==> src/rtl/sevenseg_capture.sv <==
// sevenseg_capture
//
// Monitors a multiplexed quad seven-segment bus (active-low anodes and
// cathodes), waits for each digit's pattern to settle, decodes the segments
// back to BCD and rebuilds the four displayed digits. Malformed scans raise
// sticky error flags.
//
// Optional feature macro: SEVENSEG_CAPTURE_BLANK_EN
//   defined   - all-off cathodes on a legal anode decode as a valid 4'hF
//   undefined - all-off cathodes on a legal anode are a decode error
//
// Parameters:
//   SETTLE       consecutive identical samples needed before capture (1..15)
// Ports:
//   clk          system clock
//   reset        asynchronous active-high reset
//   sample_en    one-cycle sample strobe; the bus is only looked at when high
//   anodes       active-low digit selects, bits 3..0 = digits 3..0
//   cathodes     active-low segments {g,f,e,d,c,b,a}
//   clear_err    synchronous clear of the sticky error flags
//   digit0..3    captured BCD value per digit
//   digit_valid  bit N set when digitN holds a successfully decoded value
//   frame_done   one-cycle pulse on completion of an in-order 0,1,2,3 pass
//   decode_err   sticky: unrecognised segment pattern captured
//   anode_err    sticky: illegal anode pattern sampled
//   seq_err      sticky: digit captured out of scan order

module sevenseg_capture #(
    parameter int unsigned SETTLE = 2
) (
    input  logic       clk,
    input  logic       reset,
    input  logic       sample_en,
    input  logic [7:0] anodes,
    input  logic [6:0] cathodes,
    input  logic       clear_err,
    output logic [3:0] digit0,
    output logic [3:0] digit1,
    output logic [3:0] digit2,
    output logic [3:0] digit3,
    output logic [3:0] digit_valid,
    output logic       frame_done,
    output logic       decode_err,
    output logic       anode_err,
    output logic       seq_err
);

    localparam logic [3:0] SettleCnt = 4'(SETTLE);

    typedef enum logic [1:0] {
        StSync    = 2'd0,
        StExpect1 = 2'd1,
        StExpect2 = 2'd2,
        StExpect3 = 2'd3
    } state_e;

    state_e           state_q, state_d;
    logic [3:0]       cnt_q, cnt_d;
    logic [14:0]      prev_q, prev_d;
    logic [3:0][3:0]  digits_q, digits_d;
    logic [3:0]       valid_q, valid_d;
    logic             frame_q, frame_d;
    logic             dec_err_q, dec_err_d;
    logic             an_err_q, an_err_d;
    logic             seq_err_q, seq_err_d;

    logic       legal, blank, same, capture, mis;
    logic [1:0] idx;
    logic       dec_ok;
    logic [3:0] dec_code;
    logic       new_dec, new_an, new_seq;

    // Anode classification and digit index.
    always_comb begin
        legal = 1'b0;
        idx   = 2'd0;
        blank = (anodes == 8'hFF);
        if (anodes[7:4] == 4'hF) begin
            case (anodes[3:0])
                4'b1110: begin legal = 1'b1; idx = 2'd0; end
                4'b1101: begin legal = 1'b1; idx = 2'd1; end
                4'b1011: begin legal = 1'b1; idx = 2'd2; end
                4'b0111: begin legal = 1'b1; idx = 2'd3; end
                default: legal = 1'b0;
            endcase
        end
    end

    // Segment decode.
    always_comb begin
        dec_ok   = 1'b1;
        dec_code = 4'd0;
        case (cathodes)
            7'b1000000: dec_code = 4'd0;
            7'b1111001: dec_code = 4'd1;
            7'b0100100: dec_code = 4'd2;
            7'b0110000: dec_code = 4'd3;
            7'b0011001: dec_code = 4'd4;
            7'b0010010: dec_code = 4'd5;
            7'b0000010: dec_code = 4'd6;
            7'b1111000: dec_code = 4'd7;
            7'b0000000: dec_code = 4'd8;
            7'b0010000: dec_code = 4'd9;
`ifdef SEVENSEG_CAPTURE_BLANK_EN
            7'b1111111: dec_code = 4'hF;
`endif
            default:    dec_ok   = 1'b0;
        endcase
    end

    // Settle counter and capture strobe.
    always_comb begin
        same    = ({anodes, cathodes} == prev_q);
        cnt_d   = cnt_q;
        prev_d  = prev_q;
        capture = 1'b0;
        new_an  = 1'b0;
        if (sample_en) begin
            prev_d = {anodes, cathodes};
            if (legal) begin
                if (same) begin
                    cnt_d = (cnt_q == 4'd15) ? cnt_q : cnt_q + 4'd1;
                end else begin
                    cnt_d = 4'd1;
                end
                // A saturated counter sitting at 15 must not re-capture.
                capture = (cnt_d == SettleCnt) && !(same && cnt_q == 4'd15);
            end else begin
                cnt_d  = 4'd0;
                new_an = !blank;
            end
        end
    end

    // Digit registers and scan-order FSM.
    always_comb begin
        state_d  = state_q;
        digits_d = digits_q;
        valid_d  = valid_q;
        frame_d  = 1'b0;
        new_dec  = 1'b0;
        new_seq  = 1'b0;
        mis      = 1'b0;
        if (capture) begin
            if (dec_ok) begin
                digits_d[idx] = dec_code;
                valid_d[idx]  = 1'b1;
            end else begin
                valid_d[idx]  = 1'b0;
                new_dec       = 1'b1;
            end
            unique case (state_q)
                StSync:    if (idx == 2'd0) state_d = StExpect1;
                StExpect1: if (idx == 2'd1) state_d = StExpect2; else mis = 1'b1;
                StExpect2: if (idx == 2'd2) state_d = StExpect3; else mis = 1'b1;
                StExpect3: begin
                    if (idx == 2'd3) begin
                        state_d = StSync;
                        frame_d = 1'b1;
                    end else begin
                        mis = 1'b1;
                    end
                end
                default:   state_d = StSync;
            endcase
            if (mis) begin
                new_seq = 1'b1;
                // A stray digit 0 is treated as the start of a fresh pass.
                state_d = (idx == 2'd0) ? StExpect1 : StSync;
            end
        end
        // New errors take priority over a simultaneous clear.
        dec_err_d = (dec_err_q & ~clear_err) | new_dec;
        an_err_d  = (an_err_q  & ~clear_err) | new_an;
        seq_err_d = (seq_err_q & ~clear_err) | new_seq;
    end

    always_ff @(posedge clk or posedge reset) begin
        if (reset) begin
            state_q   <= StSync;
            cnt_q     <= 4'd0;
            prev_q    <= '1;
            digits_q  <= '0;
            valid_q   <= 4'd0;
            frame_q   <= 1'b0;
            dec_err_q <= 1'b0;
            an_err_q  <= 1'b0;
            seq_err_q <= 1'b0;
        end else begin
            state_q   <= state_d;
            cnt_q     <= cnt_d;
            prev_q    <= prev_d;
            digits_q  <= digits_d;
            valid_q   <= valid_d;
            frame_q   <= frame_d;
            dec_err_q <= dec_err_d;
            an_err_q  <= an_err_d;
            seq_err_q <= seq_err_d;
        end
    end

    assign digit0      = digits_q[0];
    assign digit1      = digits_q[1];
    assign digit2      = digits_q[2];
    assign digit3      = digits_q[3];
    assign digit_valid = valid_q;
    assign frame_done  = frame_q;
    assign decode_err  = dec_err_q;
    assign anode_err   = an_err_q;
    assign seq_err     = seq_err_q;

endmodule
==> config.mk <==
export PLATFORM = sky130hd
export DESIGN_NAME = sevenseg_capture
export DESIGN_NICKNAME = d
export VERILOG_FILES = /design/src/rtl/sevenseg_capture.sv
export SDC_FILE = /design/constraint.sdc
export NUM_CORES = 1
export LEC_CHECK = 0
export CAP_MARGIN = 20
export CORE_UTILIZATION = 45
export CTS_BUF_LIST = sky130_fd_sc_hd__clkbuf_16
export CTS_CLUSTER_DIAMETER = 40
export CTS_CLUSTER_SIZE = 12
export DETAILED_ROUTE_END_ITERATION = 7
export GPL_ROUTABILITY_DRIVEN = 0
export HOLD_SLACK_MARGIN = 0.12
export PLACE_DENSITY = 0.69
export SYNTH_ARGS = -nofsm -noshare
export SYNTH_HDL_FRONTEND = slang
export SYNTH_SLANG_ARGS = --single-unit
export TNS_END_PERCENT = 30
==> constraint.sdc <==
create_clock -name clk -period 7.2 [get_ports clk]
set_clock_uncertainty 0.15 [all_clocks]
set_input_delay 1.44 -clock clk [delete_from_list [all_inputs] [get_ports clk]]
set_output_delay 1.44 -clock clk [all_outputs]
set_load 0.05 [all_outputs]
==> run summary, run 1 <==
dpl hpwl - 3606 um
GR Overflow Total - 0
worst-path maximum fanout - 13
Clock Tree Root - clkbuf_16
Top FF cell, synth - dfrtp_1
Resize count post-CTS - 0
setup TNS - 0 ns
synthesis warning total - 0
fillers - 484
CP cell instances - clkdlybuf4s50_1, xor2_1, nor4_1, nand2_1, nor4_4, nand3_1, mux2_2
syn nets - 252
Via density - 5.500
pin count of the biggest net entering global routing - 46
worst-case reg-to-reg path depth - 7
setup bufs post-CTS - 0
leading post-synthesis cells by cell area - dfrtp_1, dfstp_2, mux2_2, xor2_1, ha_1
vias in the first global route - 1,719
Hold Buf Count CTS - 0
#FFs+latches synth - 45
maximum vdd drop - 0.1264 mV
antenna violations before repair - 0
Worst Path Required - 7.23 ns
Die Area - 5951 um2
Placed Area - 2979 um2
crit share post-route - 57.90%
leakage - 0.001293 uW
Final ANT Viol Nets - 0
Synth top cells by count - dfrtp_1, mux2_2, dfstp_2, nand2_1, xor2_1
r2r startpoint - cnt_q[0]
fmax - 239.9 MHz
total number of vias - 1,848
WP data arrival - 4.20 ns
Hold Crit Class - reg -> reg
startpoint types - primary input
final setup fails - 0
largest area contributor in the netlist - dfrtp_1
post-route cell area - 3154 um2
relative slew slack - 40.80%
Final Hold Fails - 0
buffers and inverters on the worst path - 1
CTS tree - yes
clock buffer depth - 2
Hold Crit Depth - 1
worst reg2reg endpoint - digit0[0]
# DRC - 0
Skew-Pair Late Insertion Delay - 0.29 ns
CP Class - in -> reg
Area Overhead vs Synth - 24.13%
top-count cell post-synth - dfrtp_1
distinct cell type count after synthesis - 54
Period minus WS final - 4.169 ns
Cell Pwr Density - 191.3 nW/um2
Port Buffers - 42
Die W - 77.15 um
Reg2Reg Setup Slack - 4.23 ns
GRT Total Usage - 18.42%
FFs w/ async S/R, synth - 100.0%
Clock transition at path regs - 0.07 ns
synthesized area - 2541 um2
I/O Pins - 43
starting density of the core - 48.22%
outcome - finished clean
Die Span Y - 77.15 um
Yosys top cell area share - 29.54%
CTS Buf Count - 5
Critical-path top delay cell - nor4_4
ant diodes - 0
CTS sink count - 45
largest stage delay on the critical path - 0.68 ns
max-cap violation count - 0
Nets - 290
core area - 5270 um2
DRT iter0 DRCs - 101
share of layout cells above drive strength 1 - 24.06%
RSZ-0062 raised after global routing - no
Crit. End Element - flop
global-route wire length before repair - 8576 um
register area share after synthesis - 45.05%
Crit path max-delay family - simple AND/OR/NAND/NOR gates
Synth Instances - 227
Post-synth EDFFs - 0
pins over their slew limit - 0
FP Rows - 26
Slew @ Worst Pin - 0.8852 ns
Pre-antenna DRT Iters - 4
WL per Instance - 15.00 um
CTS H-tree depth - 2
Mapped Avg Cell Area - 11.19 um2
DRT Wirelength - 5039 um
sequential cells by signal, indices dropped and copies added (netlist names), 2 cells and up, named ones only:
signal / cells
prev_q: 15
cnt_q: 4
digit0: 4
digit1: 4
digit2: 4
digit3: 4
state_q: 2
cell usage in the layout (no fill, tap or decap), types with 3 or more instances in the layout:
master,netlist,final
nand3b_1,4,4
mux2_2,24,24
nand2_1,14,14
o2bb2ai_1,4,4
nand4_1,3,3
clkdlybuf4s50_1,0,42
inv_1,10,10
mux2_4,3,3
xnor2_1,3,3
clkbuf_16,0,5
nor2_1,5,5
dfrtp_1,30,30
nand3_1,7,7
dfstp_2,15,15
xor2_1,14,14
a31oi_1,5,5
ha_1,6,6
o21ai_0,10,10
a21bo_2,4,4
a21oi_1,6,6
nor4_1,5,5
nor3_1,3,3
o22ai_1,3,3
where the power goes:
group          switching [uW]  internal (uW)  leakage [uW]
sequential               5.73            268      0.000569
combinational            30.8           29.2      0.000638
clock                     103            167     0.0000859
total                     139            464       0.00129
stage by stage:
step	power [uW]	utilization, %	hold WS, ns	cells	setup slack (ns)
after detailed placement	338.7	56.53	0.3272	328	2.704
after CTS	610.5	59.85	0.3496	336	3.017
after floorplan	318.3	-	0.3752	227	3.871
after global routing	626.9	59.85	0.3742	336	2.766
after global placement	337.8	56.53	0.3277	328	2.781
final	603.5	59.85	0.3471	336	3.031
metal layers:
layer / vias up / track usage, % / wire length [um]
met1: 899 / 26.89 / 2514
met5: - / 0 / 0
met2: 32 / 26.81 / 2272
li1: 911 / - / -
met4: 0 / 6.792 / 86
met3: 6 / 3.571 / 166
final cells by class:
cell class,instances,area [um2],area share [%]
Multi-Input combinational cell,160,1281,40.62
Inverter,10,37.54,1.190
Timing Repair Buffer,43,427.9,13.57
Tap cell,70,87.58,2.777
Clock buffer,5,125.1,3.967
Sequential cell,45,1145,36.30
Clock inverter,3,50.05,1.587
how the worst max path moves through the flow:
stage,from,endpoint,slack (ns),depth (start not counted)
after floorplan,cathodes[4],digit1[0],3.87,8
after global placement,anodes[0],digit2[3],2.78,7
after detailed placement,cathodes[5],digit0[3],2.70,7
after CTS,anodes[0],digit0[1],3.02,7
after global routing,anodes[0],digit0[1],2.77,7
final,anodes[0],digit0[0],3.03,7
cell families (layout without fill, tap and decap cells):
| family | after synthesis | after routing | share of synthesized area, % |
|---|---|---|---|
| adders and majority gates | 7 | 7 | 3.348 |
| muxes | 29 | 29 | 13.20 |
| AOI/OAI and AO/OA | 46 | 46 | 13.29 |
| and+or+nand+nor | 61 | 61 | 14.72 |
| xor gates and xnor gates | 17 | 17 | 5.859 |
| DFF | 45 | 45 | 45.05 |
| buffers and inverters | 22 | 61 | 4.530 |
No activity file was read; power rests on OpenSTA's default activity.
==> run 2: changes to the inputs <==
- clock period: 7.2 -> 4.02 ns (I/O delays scaled with it)
==> run 2 against run 1 <==
Worst hold slack lost 0.0027 ns. Utilization grew 0.74 points. Global-route usage grew 0.75 points. Critical path depth grew 1. Clock power grew 59%. Count of clock-buffer cells in the layout is the same. Critical path type unchanged. Largest power group unchanged. Highest routed layer unchanged.
==> run summary, run 2 (synthesis gave the netlist of run 1 again) <==
outcome - finished clean (unchanged)
clock buffer depth - 2 (unchanged)
startpoint types - primary input (unchanged)
Final ANT Viol Nets - 0 (unchanged)
core area - 5270 um2 (unchanged)
ant diodes - 0 (unchanged)
M3 GR Usage - 3.571% (unchanged)
WL per Instance - 15.53 um (was 15.00 um)
Clock Tree Root - clkbuf_16 (unchanged)
Die Span Y - 77.15 um (unchanged)
# DRC - 0 (unchanged)
CP cell instances - clkdlybuf4s50_1, xor2_1, nor4_1, nand4_1, nor4_4, buf_4, nand3_4, mux2_4 (was clkdlybuf4s50_1, xor2_1, nor4_1, nand2_1, nor4_4, nand3_1, mux2_2)
Period minus WS final - 3.313 ns
Setup WS post-layout - 0.7073 ns (was 3.031 ns)
share of layout cells above drive strength 1 - 26.01% (was 24.06%)
CTS Buf Count - 5 (unchanged)
Place WS - 0.3634 ns (was 2.704 ns)
CTS H-tree depth - 2 (unchanged)
Flop pwr share - 47.4% (was 45.4%)
Clock transition at path regs - 0.07 ns (about the same)
Slew @ Worst Pin - 0.8088 ns (was 0.8852 ns)
RSZ-0062 raised after global routing - no (unchanged)
FP Rows - 26 (unchanged)
total net switching power - 258.1 uW (was 139.4 uW)
Final Hold Fails - 0 (unchanged)
Pwr Total - 1034 uW (was 603.5 uW)
leakage - 0.001321 uW (was 0.001293 uW)
pins over their slew limit - 0 (unchanged)
GR Overflow Total - 0 (unchanged)
largest stage delay on the critical path - 0.59 ns (was 0.68 ns)
I/O Pins - 43 (unchanged)
gr busiest metal - met2 (was met1)
CTS sink count - 45 (unchanged)
CTS tree - yes (unchanged)
Hold Crit Class - reg -> reg (unchanged)
Resize count post-CTS - 0 (unchanged)
Port Buffers - 42 (unchanged)
Util after Layout - 60.59% (was 59.85%)
combinational share of power - 11.0% (was 9.9%)
Reg2Reg Setup Slack - 1.22 ns (was 4.23 ns)
GR Layer Usage met1 - 24.62% (was 26.89%)
grt met2 use - 31.59% (was 26.81%)
FF/Latch Area - 1145 um2 (unchanged)
DRT iter0 DRCs - 61 (was 101)
antenna violations before repair - 0 (unchanged)
Pint - 776.2 uW (was 464.1 uW)
Worst Path Required - 4.05 ns (was 7.23 ns)
Biggest register - prev_q (unchanged)
Cell Pwr Density - 323.9 nW/um2 (was 191.3 nW/um2)
Die W - 77.15 um (unchanged)
starting density of the core - 48.22% (unchanged)
clock power share - 41.5% (was 44.7%)
Nets - 297 (was 290)
Hold Buf Count CTS - 0 (unchanged)
GRT Total Usage - 19.17% (was 18.42%)
global-route wire length before repair - 8921 um (was 8576 um)
DRT Wirelength - 5327 um (was 5039 um)
max-cap violation count - 0 (unchanged)
Critical-path top delay cell - clkdlybuf4s50_1 (was nor4_4)
Die Area - 5951 um2 (unchanged)
most common cell after layout, fill and taps aside - clkdlybuf4s50_1 (unchanged)
relative slew slack - 45.37% (was 40.80%)
pin count of the biggest net entering global routing - 29 (was 46)
crit share post-route - 82.41%
vias in the first global route - 1,882 (was 1,719)
switching share of power - 24.96% (was 23.10%)
dpl hpwl - 3986 um (was 3606 um)
footprint of the multi-input gates - 1281 um2 (unchanged)
CP Class - in -> reg (unchanged)
most frequent cells in the layout - clkdlybuf4s50_1, dfrtp_1, mux2_2, dfstp_2 (unchanged)
setup TNS - 0 ns (unchanged)
max reg flops - 15 (unchanged)
Skew-Pair Late Insertion Delay - 0.29 ns (about the same)
Crit. End Element - flop (unchanged)
Pre-antenna DRT Iters - 4 (unchanged)
worst-path maximum fanout - 11 (was 13)
final setup fails - 0 (unchanged)
total number of vias - 1,914 (was 1,848)
Area Overhead vs Synth - 25.65% (was 24.13%)
fillers - 468 (was 484)
Via density - 5.580 (was 5.500)
maximum vdd drop - 0.2059 mV (was 0.1264 mV)
WP data arrival - 3.34 ns (was 4.20 ns)
fmax - 301.9 MHz
setup bufs post-CTS - 0 (unchanged)
[run 2: power by group through the flow]
| stage | Clock [uW] | Sequential (uW) | Combinational (uW) |
|---|---|---|---|
| 4_1_cts | 440 | 491 | 114 |
| 3_3_place_gp | 0 | 498 | 112 |
| 2_1_floorplan | 0 | 499 | 71.1 |
| 6_report | 430 | 491 | 114 |
| 5_1_grt | 452 | 492 | 126 |
| 3_5_place_dp | 0 | 499 | 113 |
[run 2: area by class of cell]
| class | instances | area share, % |
|---|---|---|
| multi-input combinational | 160 | 40.13 |
| sequential | 45 | 35.85 |
| timing repair buffer | 50 | 15.28 |
| clock buffer | 5 | 3.918 |
| tap | 70 | 2.743 |
| inverter | 10 | 1.176 |
| clock inverter | 3 | 0.9013 |
[run 2: worst paths after layout]
check | startpoint | endpoint | cells after the start
min reg2reg | flop | flop | 1
min in group asynchronous | reset | digit3[3] | 2
min | flop | flop | 1
max reg2reg | cnt_q[0] | digit1[1] | 8
max | cathodes[5] | digit1[1] | 8
max in group asynchronous | reset | prev_q[0] | 4
[run 2: worst max-delay path, delay by kind of cell]
kind          cells  cell delay, ns
xor+xnor          1            0.22
simple gates      4            1.16
buf+inv           2            0.82
mux               1            0.33
[run 2: through the flow]
stage / area [um2] / hold slack [ns] / cells
5_1_grt: 3193 / 0.3755 / 343
4_1_cts: 3178 / 0.3494 / 342
2_1_floorplan: 2541 / 0.3752 / 227
6_report: 3193 / 0.3444 / 343
3_5_place_dp: 3024 / 0.3384 / 334
3_3_place_gp: 3024 / 0.3319 / 334
[run 2: routing by layer]
layer	vias up	routed length [um]
met2	48	2593
li1	924	-
met3	9	223
met1	933	2412
met5	-	0
met4	0	98
==> run 3: changes to the inputs <==
- clock period: 4.02 -> 3.3 ns (I/O delays scaled with it)
==> run 3 against run 2 <==
Design area up 0.39%. Sequential power up 22%. Highest routed layer unchanged. First-iteration DRC count up 70%. Combinational power up 23%. Utilization up 0.24 points. Global-route usage down 0.21 points. Register-to-register slack worse by 0.60 ns. Die area unchanged.
==> run summary, run 3 (synthesis gave the netlist of run 1 again) <==
outcome - finished clean (unchanged)
I/O Pins - 43 (unchanged)
Die Span Y - 77.15 um (unchanged)
pin count of the biggest net entering global routing - 46 (was 29)
startpoint types - primary input (unchanged)
WP data arrival - 2.93 ns (was 3.34 ns)
Hold Worst Slack - 0.3411 ns (was 0.3444 ns)
Critical-path top delay cell - clkdlybuf4s50_1 (unchanged)
Hold Buf Count CTS - 0 (unchanged)
final setup fails - 0 (unchanged)
vias in the first global route - 1,756 (was 1,882)
dpl hpwl - 3821 um (was 3986 um)
CP Class - in -> reg (unchanged)
# DRC - 0 (unchanged)
CTS tree - yes (unchanged)
Crit. End Element - flop (unchanged)
Via density - 5.536 (was 5.580)
antenna violations before repair - 0 (unchanged)
clock buffer depth - 2 (unchanged)
CTS H-tree depth - 2 (unchanged)
Placed Area - 3062 um2 (was 3024 um2)
Final Hold Fails - 0 (unchanged)
most common cell after layout, fill and taps aside - clkdlybuf4s50_1 (unchanged)
Clock Tree Root - clkbuf_16 (unchanged)
worst-path maximum fanout - 10 (was 11)
most frequent cells in the layout - clkdlybuf4s50_1, dfrtp_1, mux2_2, dfstp_2 (unchanged)
Die Area - 5951 um2 (unchanged)
pins over their slew limit - 0 (unchanged)
Pint - 932.7 uW (was 776.2 uW)
DRT Wirelength - 5313 um (was 5327 um)
setup TNS - 0 ns (unchanged)
Resize count post-CTS - 0 (unchanged)
Hold Crit Class - reg -> reg (unchanged)
Period minus WS final - 2.911 ns
FP Rows - 26 (unchanged)
Nets - 301 (was 297)
global-route wire length before repair - 8838 um (was 8921 um)
Port Buffers - 42 (unchanged)
max-cap violation count - 0 (unchanged)
setup bufs post-CTS - 0 (unchanged)
CTS sink count - 45 (unchanged)
RSZ-0062 raised after global routing - no (unchanged)
buffers and inverters on the worst path - 2 (unchanged)
Slew @ Worst Pin - 0.5605 ns (was 0.8088 ns)
combinational share of power - 11.5% (was 11.0%)
relative slew slack - 62.29% (was 45.37%)
CP cell instances - clkdlybuf4s50_1, xor2_1, nor4_1, nand2_1, nor4_4, buf_4, nand3_4, mux2_4 (was clkdlybuf4s50_1, xor2_1, nor4_1, nand4_1, nor4_4, buf_4, nand3_4, mux2_4)
max reg flops - 15 (unchanged)
CTS Buf Count - 5 (unchanged)
WL per Instance - 15.31 um (was 15.53 um)
Worst Path Required - 3.32 ns (was 4.05 ns)
Cell Pwr Density - 382.6 nW/um2 (was 323.9 nW/um2)
ant diodes - 0 (unchanged)
Clock transition at path regs - 0.06 ns (was 0.07 ns)
switching share of power - 23.94% (was 24.96%)
clock power share - 39.8% (was 41.5%)
cell count after placement - 339 (was 334)
Final ANT Viol Nets - 0 (unchanged)
Skew-Pair Late Insertion Delay - 0.28 ns (was 0.29 ns)
maximum vdd drop - 0.3743 mV (was 0.2059 mV)
total net switching power - 293.6 uW (was 258.1 uW)
Flop pwr share - 48.8% (was 47.4%)
Post-Layout Cell Count - 347 (was 343)
total number of vias - 1,921 (was 1,914)
post-route cell area - 3206 um2 (was 3193 um2)
Area Overhead vs Synth - 26.14% (was 25.65%)
DRT iter0 DRCs - 104 (was 61)
Die W - 77.15 um (unchanged)
fmax - 343.5 MHz
Util after Layout - 60.83% (was 60.59%)
crit share post-route - 88.21%
starting density of the core - 48.22% (unchanged)
share of layout cells above drive strength 1 - 26.71% (was 26.01%)
Biggest register - prev_q (unchanged)
core area - 5270 um2 (unchanged)
Crit path max-delay family - simple AND/OR/NAND/NOR gates (unchanged)
largest stage delay on the critical path - 0.52 ns (was 0.59 ns)
GRT Total Usage - 18.96% (was 19.17%)
GR Overflow Total - 0 (unchanged)
Pre-antenna DRT Iters - 4 (unchanged)
leakage - 0.001329 uW (was 0.001321 uW)
## run 3: changes by cell type in the layout (fill, tap and decap cells not counted)
cell,delta
buf_4,+5
buf_8,-1
inv_8,-1
clkinvlp_4,+2
inv_1,+1
inv_6,-2
## run 3: path summary, 6_finish.rpt
check | start | endpoint | slack [ns] | cells after the start
worst max-delay path | cathodes[6] | digit1[0] | 0.39 | 8
worst min-delay path | flop | flop | 0.34 | 1
worst max register to register | cnt_q[0] | digit1[0] | 0.62 | 8
worst min register to register | flop | flop | 0.34 | 1
max in group asynchronous | reset | prev_q[7] | 1.93 | 3
min in group asynchronous | reset | digit0[0] | 0.68 | 3
## run 3: layout make-up
cell class	instances	area, um2
clock buffer	5	125.1
sequential	45	1145
multi-input combinational	160	1281
timing repair buffer	54	510.5
tap	70	87.58
inverter	10	37.54
clock inverter	3	18.77
fill	457	2064
## run 3: metal layers
metal / up-vias / track usage [%] / routed length (um)
li1: 925 / - / -
met1: 939 / 27.29 / 2507
met2: 53 / 27.88 / 2485
met3: 4 / 4.405 / 254
met4: 0 / 6.226 / 65
met5: - / 0 / 0
## run 3: stage by stage
stage	power (uW)	setup slack, ns
floorplan	694.6	0.7512
global placement	747.0	0.1862
detailed placement	748.6	0.1094
CTS	1240	0.4060
global route	1277	0.2706
finish	1226	0.3891
## run 3: power groups by stage
stage	Combinational (uW)	Sequential [uW]	Clock [uW]
after floorplan	86.6	608	0
after global placement	140	607	0
after detailed placement	141	608	0
after CTS	142	598	500
after global routing	155	601	521
final	140	598	488
